File: src/rtl/disp_scan_ctrl.sv
// disp_scan_ctrl: bus-programmed scan controller for a 4-digit multiplexed seven-segment display.
// Define DISP_LZB_EN to compile in leading-zero blanking (CTRL bit1).
module disp_scan_ctrl #(
  parameter int unsigned DATA_W    = 32,
  parameter int unsigned SCAN_DIV  = 50000,
  parameter int unsigned BLANK_CYC = 16
) (
  input  logic              clk,
  input  logic              rst,
  input  logic              sel,
  input  logic              we,
  input  logic [1:0]        addr,
  input  logic [DATA_W-1:0] data_in,
  output logic [DATA_W-1:0] data_out,
  output logic [7:0]        Disp,
  output logic [3:0]        Disp_sel
);

  localparam int unsigned CNT_W = (SCAN_DIV > 2) ? $clog2(SCAN_DIV) : 1;
  localparam logic [CNT_W-1:0] BLANK_LAST = CNT_W'(BLANK_CYC - 1);
  localparam logic [CNT_W-1:0] SHOW_LAST  = CNT_W'(SCAN_DIV - BLANK_CYC - 1);

  typedef enum logic [1:0] {
    ST_IDLE  = 2'd0,
    ST_BLANK = 2'd1,
    ST_SHOW  = 2'd2
  } state_e;

  // Bus-visible registers
  logic [15:0] digits_q;
  logic [3:0]  dp_q;
  logic [3:0]  en_q;
  logic        run_q;
  logic        lzb_q;

  // Frame shadow copies
  logic [15:0] sh_digits_q;
  logic [3:0]  sh_dp_q;
  logic [3:0]  sh_en_q;

  state_e           state_q, state_d;
  logic [CNT_W-1:0] cnt_q, cnt_d;
  logic [1:0]       idx_q, idx_d;
  logic             load_c;
  logic [7:0]       disp_q, disp_d;
  logic [3:0]       sel_q, sel_d;
  logic [3:0]       nib_c;
  logic [3:0]       lz_mask_c;
  logic             wr_en_c;

  assign wr_en_c = sel & we;

  generate
    if (DATA_W > 16) begin : g_unused
      logic unused_hi;
      assign unused_hi = ^data_in[DATA_W-1:16];
    end
  endgenerate

  // Active-low a..g pattern for one hex nibble
  function automatic logic [6:0] seg7(input logic [3:0] v);
    logic [6:0] s;
    case (v)
      4'h0: s = 7'h40;
      4'h1: s = 7'h79;
      4'h2: s = 7'h24;
      4'h3: s = 7'h30;
      4'h4: s = 7'h19;
      4'h5: s = 7'h12;
      4'h6: s = 7'h02;
      4'h7: s = 7'h78;
      4'h8: s = 7'h00;
      4'h9: s = 7'h10;
      4'hA: s = 7'h08;
      4'hB: s = 7'h03;
      4'hC: s = 7'h46;
      4'hD: s = 7'h21;
      4'hE: s = 7'h06;
      default: s = 7'h0E;
    endcase
    return s;
  endfunction

  // Register file writes
  always_ff @(posedge clk) begin
    if (rst) begin
      digits_q <= 16'h0000;
      dp_q     <= 4'h0;
      en_q     <= 4'h0;
      run_q    <= 1'b0;
    end else if (wr_en_c) begin
      case (addr)
        2'd0: digits_q <= data_in[15:0];
        2'd1: dp_q     <= data_in[3:0];
        2'd2: en_q     <= data_in[3:0];
        default: run_q <= data_in[0];
      endcase
    end
  end

`ifdef DISP_LZB_EN
  always_ff @(posedge clk) begin
    if (rst) begin
      lzb_q <= 1'b0;
    end else if (wr_en_c && (addr == 2'd3)) begin
      lzb_q <= data_in[1];
    end
  end

  // A digit is blanked when it and every digit to its left are zero
  logic z3_c, z2_c, z1_c;
  assign z3_c = (sh_digits_q[15:12] == 4'h0);
  assign z2_c = (sh_digits_q[11:8] == 4'h0);
  assign z1_c = (sh_digits_q[7:4] == 4'h0);
  assign lz_mask_c = lzb_q ? {z3_c, z3_c & z2_c, z3_c & z2_c & z1_c, 1'b0} : 4'h0;
`else
  assign lzb_q     = 1'b0;
  assign lz_mask_c = 4'h0;
`endif

  always_comb begin
    data_out = '0;
    case (addr)
      2'd0: data_out = DATA_W'(digits_q);
      2'd1: data_out = DATA_W'(dp_q);
      2'd2: data_out = DATA_W'(en_q);
      default: data_out = DATA_W'({lzb_q, run_q});
    endcase
  end

  // Scan sequencing and next output values
  always_comb begin
    state_d = state_q;
    cnt_d   = cnt_q;
    idx_d   = idx_q;
    load_c  = 1'b0;
    disp_d  = 8'hFF;
    sel_d   = 4'hF;
    nib_c   = 4'h0;

    case (state_q)
      ST_IDLE: begin
        if (run_q) begin
          state_d = ST_BLANK;
          cnt_d   = '0;
          idx_d   = 2'd0;
          load_c  = 1'b1;
        end
      end
      ST_BLANK: begin
        if (cnt_q == BLANK_LAST) begin
          state_d = ST_SHOW;
          cnt_d   = '0;
        end else begin
          cnt_d = cnt_q + CNT_W'(1);
        end
      end
      ST_SHOW: begin
        if (cnt_q == SHOW_LAST) begin
          state_d = ST_BLANK;
          cnt_d   = '0;
          idx_d   = idx_q + 2'd1;
          load_c  = (idx_q == 2'd3);
        end else begin
          cnt_d = cnt_q + CNT_W'(1);
        end
      end
      default: begin
        state_d = ST_IDLE;
        cnt_d   = '0;
        idx_d   = 2'd0;
      end
    endcase

    // Clearing RUN wins over every other transition
    if (!run_q) begin
      state_d = ST_IDLE;
      cnt_d   = '0;
      idx_d   = 2'd0;
      load_c  = 1'b0;
    end

    nib_c = sh_digits_q[{idx_d, 2'b00} +: 4];
    if ((state_d == ST_SHOW) && sh_en_q[idx_d]) begin
      sel_d = ~(4'b0001 << idx_d);
      if (!lz_mask_c[idx_d]) begin
        disp_d = {~sh_dp_q[idx_d], seg7(nib_c)};
      end
    end
  end

  always_ff @(posedge clk) begin
    if (rst) begin
      state_q     <= ST_IDLE;
      cnt_q       <= '0;
      idx_q       <= 2'd0;
      sh_digits_q <= 16'h0000;
      sh_dp_q     <= 4'h0;
      sh_en_q     <= 4'h0;
      disp_q      <= 8'hFF;
      sel_q       <= 4'hF;
    end else begin
      state_q <= state_d;
      cnt_q   <= cnt_d;
      idx_q   <= idx_d;
      disp_q  <= disp_d;
      sel_q   <= sel_d;
      if (load_c) begin
        sh_digits_q <= digits_q;
        sh_dp_q     <= dp_q;
        sh_en_q     <= en_q;
      end
    end
  end

  assign Disp     = disp_q;
  assign Disp_sel = sel_q;

endmodule

File: config.mk
export PLATFORM = sky130hd
export DESIGN_NAME = disp_scan_ctrl
export DESIGN_NICKNAME = d
export VERILOG_FILES = /design/src/rtl/disp_scan_ctrl.sv
export SDC_FILE = /design/constraint.sdc
export NUM_CORES = 1
export LEC_CHECK = 0
export ABC_AREA = 1
export CORE_ASPECT_RATIO = 0.5
export CORE_MARGIN = 3
export CORE_UTILIZATION = 29
export CTS_CLUSTER_SIZE = 16
export DETAILED_ROUTE_END_ITERATION = 12
export GPL_TIMING_DRIVEN = 0
export HOLD_SLACK_MARGIN = 0.12
export PLACE_DENSITY_LB_ADDON = 0.2
export SYNTH_ARGS = -nofsm -noshare
export SYNTH_HDL_FRONTEND = slang
export SYNTH_SLANG_ARGS = --single-unit
File: constraint.sdc
create_clock -name clk -period 3.65 [get_ports clk]
set_clock_uncertainty 0.1 [all_clocks]
set_input_delay 0.73 -clock clk [delete_from_list [all_inputs] [get_ports clk]]
set_output_delay 0.73 -clock clk [all_outputs]
set_load 0.02 [all_outputs]
==> flow_summary.ini <==
[power_and_ir_drop]
irDropWorstVdd_v = 0.000208
p_leak_nw = 1.94
powerDensity_nw_per_um2 = 391
total_power_w = 0.00194

[clock_tree]
cts_tree = yes
clkSlewWorstSetupHoldPaths_ns = 0.06
post_cts_buffers = 0
ctsHoldBuffers = 0
cts_resized = 0
htree_levels = 3
clk_latency_ns = 0.33
cts.sinks = 81
cts-root-buf = clkbuf_16
clock_path_buffers = 2
numCtsBuffers = 9

[critical_path]
cp_max_fo = 10
crit_chain = clkdlybuf4s50_1 -> nor2_2 -> inv_1 -> clkbuf_1 -> nor2_1 -> clkdlybuf4s50_1
cp_common_cell = clkdlybuf4s50_1
startpoint_type = input pin
crit_type = in2out
cpMaxStageDelayCell = clkdlybuf4s50_1
cp.required_ns = 2.82
path_buf_inv = 4
critical-path-top-delay-family = buffers and inverters
slowest_delay_ns = 0.62
end_kind = output pin
arrival_ns = 2.61

[floorplanning]
core_area_um2 = 12900
die-width_um = 170
die_h_um = 88.1
initial_core_util = 0.303
num_io_pins = 82
dieArea_um2 = 15000
num_rows = 29

[grt]
grt_pass1_wl_um = 15300
track_usage = 0.127
grt_overflow = 0
antenna_found_initial = 0
grt_pass1_vias = 3212
grt_max_degree = 16

[place]
post-dp-hpwl_um = 7150
pre_cts_ws_ns = 0.126
place.gp.congestion = 0.808
io_buffers = 48

[layout]
area_delta_synth_final_pct = 27.2
fillers = 1372
drive_gt1_frac = 0.113
final_nets = 662
fin_util = 0.385
layout_common_cells = nand2_1, dfxtp_1, nor2_1, clkdlybuf4s50_1, inv_1
n_antenna_cell = 0
layout_commonest_cell = nand2_1

[synth]
yosysWarnings = 0
synthFlopType = dfxtp_1
async_flop_share = 0
ys_seq_elements = 81
synth_area_leaders = dfxtp_1, nand2_1, nor2_1
synth_edf_count = 0
syn_avg_cell_area_um2 = 7.27
yosysTopAreaCellShare = 0.415
yosys.area.top_type = dfxtp_1
ys_seq_area_frac = 0.415
syn_area_um2 = 3910
synthCells = 538
synth.distinct_cells = 35

[timing]
setup-violations-final = 0
drv_slew = 0
grt_setup_unrepaired = no
fmax_mhz = 290
period_needed_ns = 3.44
slew_headroom = 0.594
tightest_slew_ns = 0.606
final_hold_viol_count = 0
finalSetupTns_ns = 0
fin_crit_sh = 0.943
layout_setup_ws_ns = 0.208

[route]
num_vias = 3423
drcViolationCount = 0
viasPerCell = 4.35
antenna_left = 0
drt-wirelength-per-cell_um = 11.6
drt-initial-drc-count = 169
first_pass_iters = 4
wl_um = 9160

[outcome]
status = complete, no violations

[hold_path]
hold_path_class = reg2reg

[run]
max_cap_violations = 0
[synth_stat cells (6+ instances only)]
cell      instances
clkbuf_1          9
inv_1            46
a211oi_1         25
xor2_1            6
nand2_2          14
a21oi_1          29
ha_1             12
o21ai_0           7
nor2_1           77
nand3_1          33
buf_4            18
nand2_1         139
dfxtp_1          81
[final timing paths]
check,start,endpoint,slack (ns),depth (start not counted)
max,addr[0],data_out[12],0.21,6
min,cnt_q[0],cnt_q[0],0.35,1
max reg2reg,cnt_q[0],Disp[3],0.84,18
min reg2reg,cnt_q[0],cnt_q[0],0.35,1
[cells by family (layout without fill, tap and decap cells)]
kind of cell / count (synthesis) / in the layout / share of synthesized area
AOI/OAI and AO/OA: 67 / 67 / 0.111
xor gates and xnor gates: 7 / 7 / 0.0157
adders and majority gates: 12 / 12 / 0.0384
buffers and inverters: 85 / 149 / 0.102
DFF: 81 / 81 / 0.415
other: 1 / 16 / 0.000959
and+or+nand+nor: 285 / 285 / 0.317
[registers in the layout, summed over array words and instances (netlist names)]
signal,flops
cnt_q,16
digits_q,16
sh_en_q,4
run_q,1
idx_q,2
sh_dp_q,4
state_q,2
dp_q,4
en_q,4
sh_digits_q,16
Disp_sel,4
Disp,8
[per-stage QoR]
step	instances	instance area (um2)	hold slack (ns)
3_5_place_dp	771	4660	0.342
5_1_grt	787	4970	0.373
2_1_floorplan	553	3970	0.318
3_3_place_gp	771	4660	0.333
4_1_cts	787	4970	0.357
6_report	787	4970	0.347
[report_power, final]
part | switching, W | internal, W | total (W)
Clock | 0.000368 | 0.000556 | 0.000923
Combinational | 0.0000677 | 0.0000495 | 0.000117
Sequential | 0.00000667 | 0.000896 | 0.000902
Total | 0.000442 | 0.00150 | 0.00194
[metal layers]
layer	vias up	track usage	wire (um)
met5	-	0	0
met4	0	0.0309	80
met3	6	0.0347	402
met2	67	0.204	3850
met1	1514	0.172	4820
li1	1836	-	-
[layout make-up]
type                    instances  area, um2  area share
multi-input cells             387       1950       0.392
clock inverters                 6       71.3      0.0143
repair buffers                 48        480      0.0967
well taps                     170        213      0.0428
flip-flops and latches         81       1620       0.326
plain buffers                  33        203      0.0408
inverters                      52        196      0.0395
clock buffers                  10        239      0.0481
Power figures use the tool's default switching activity.
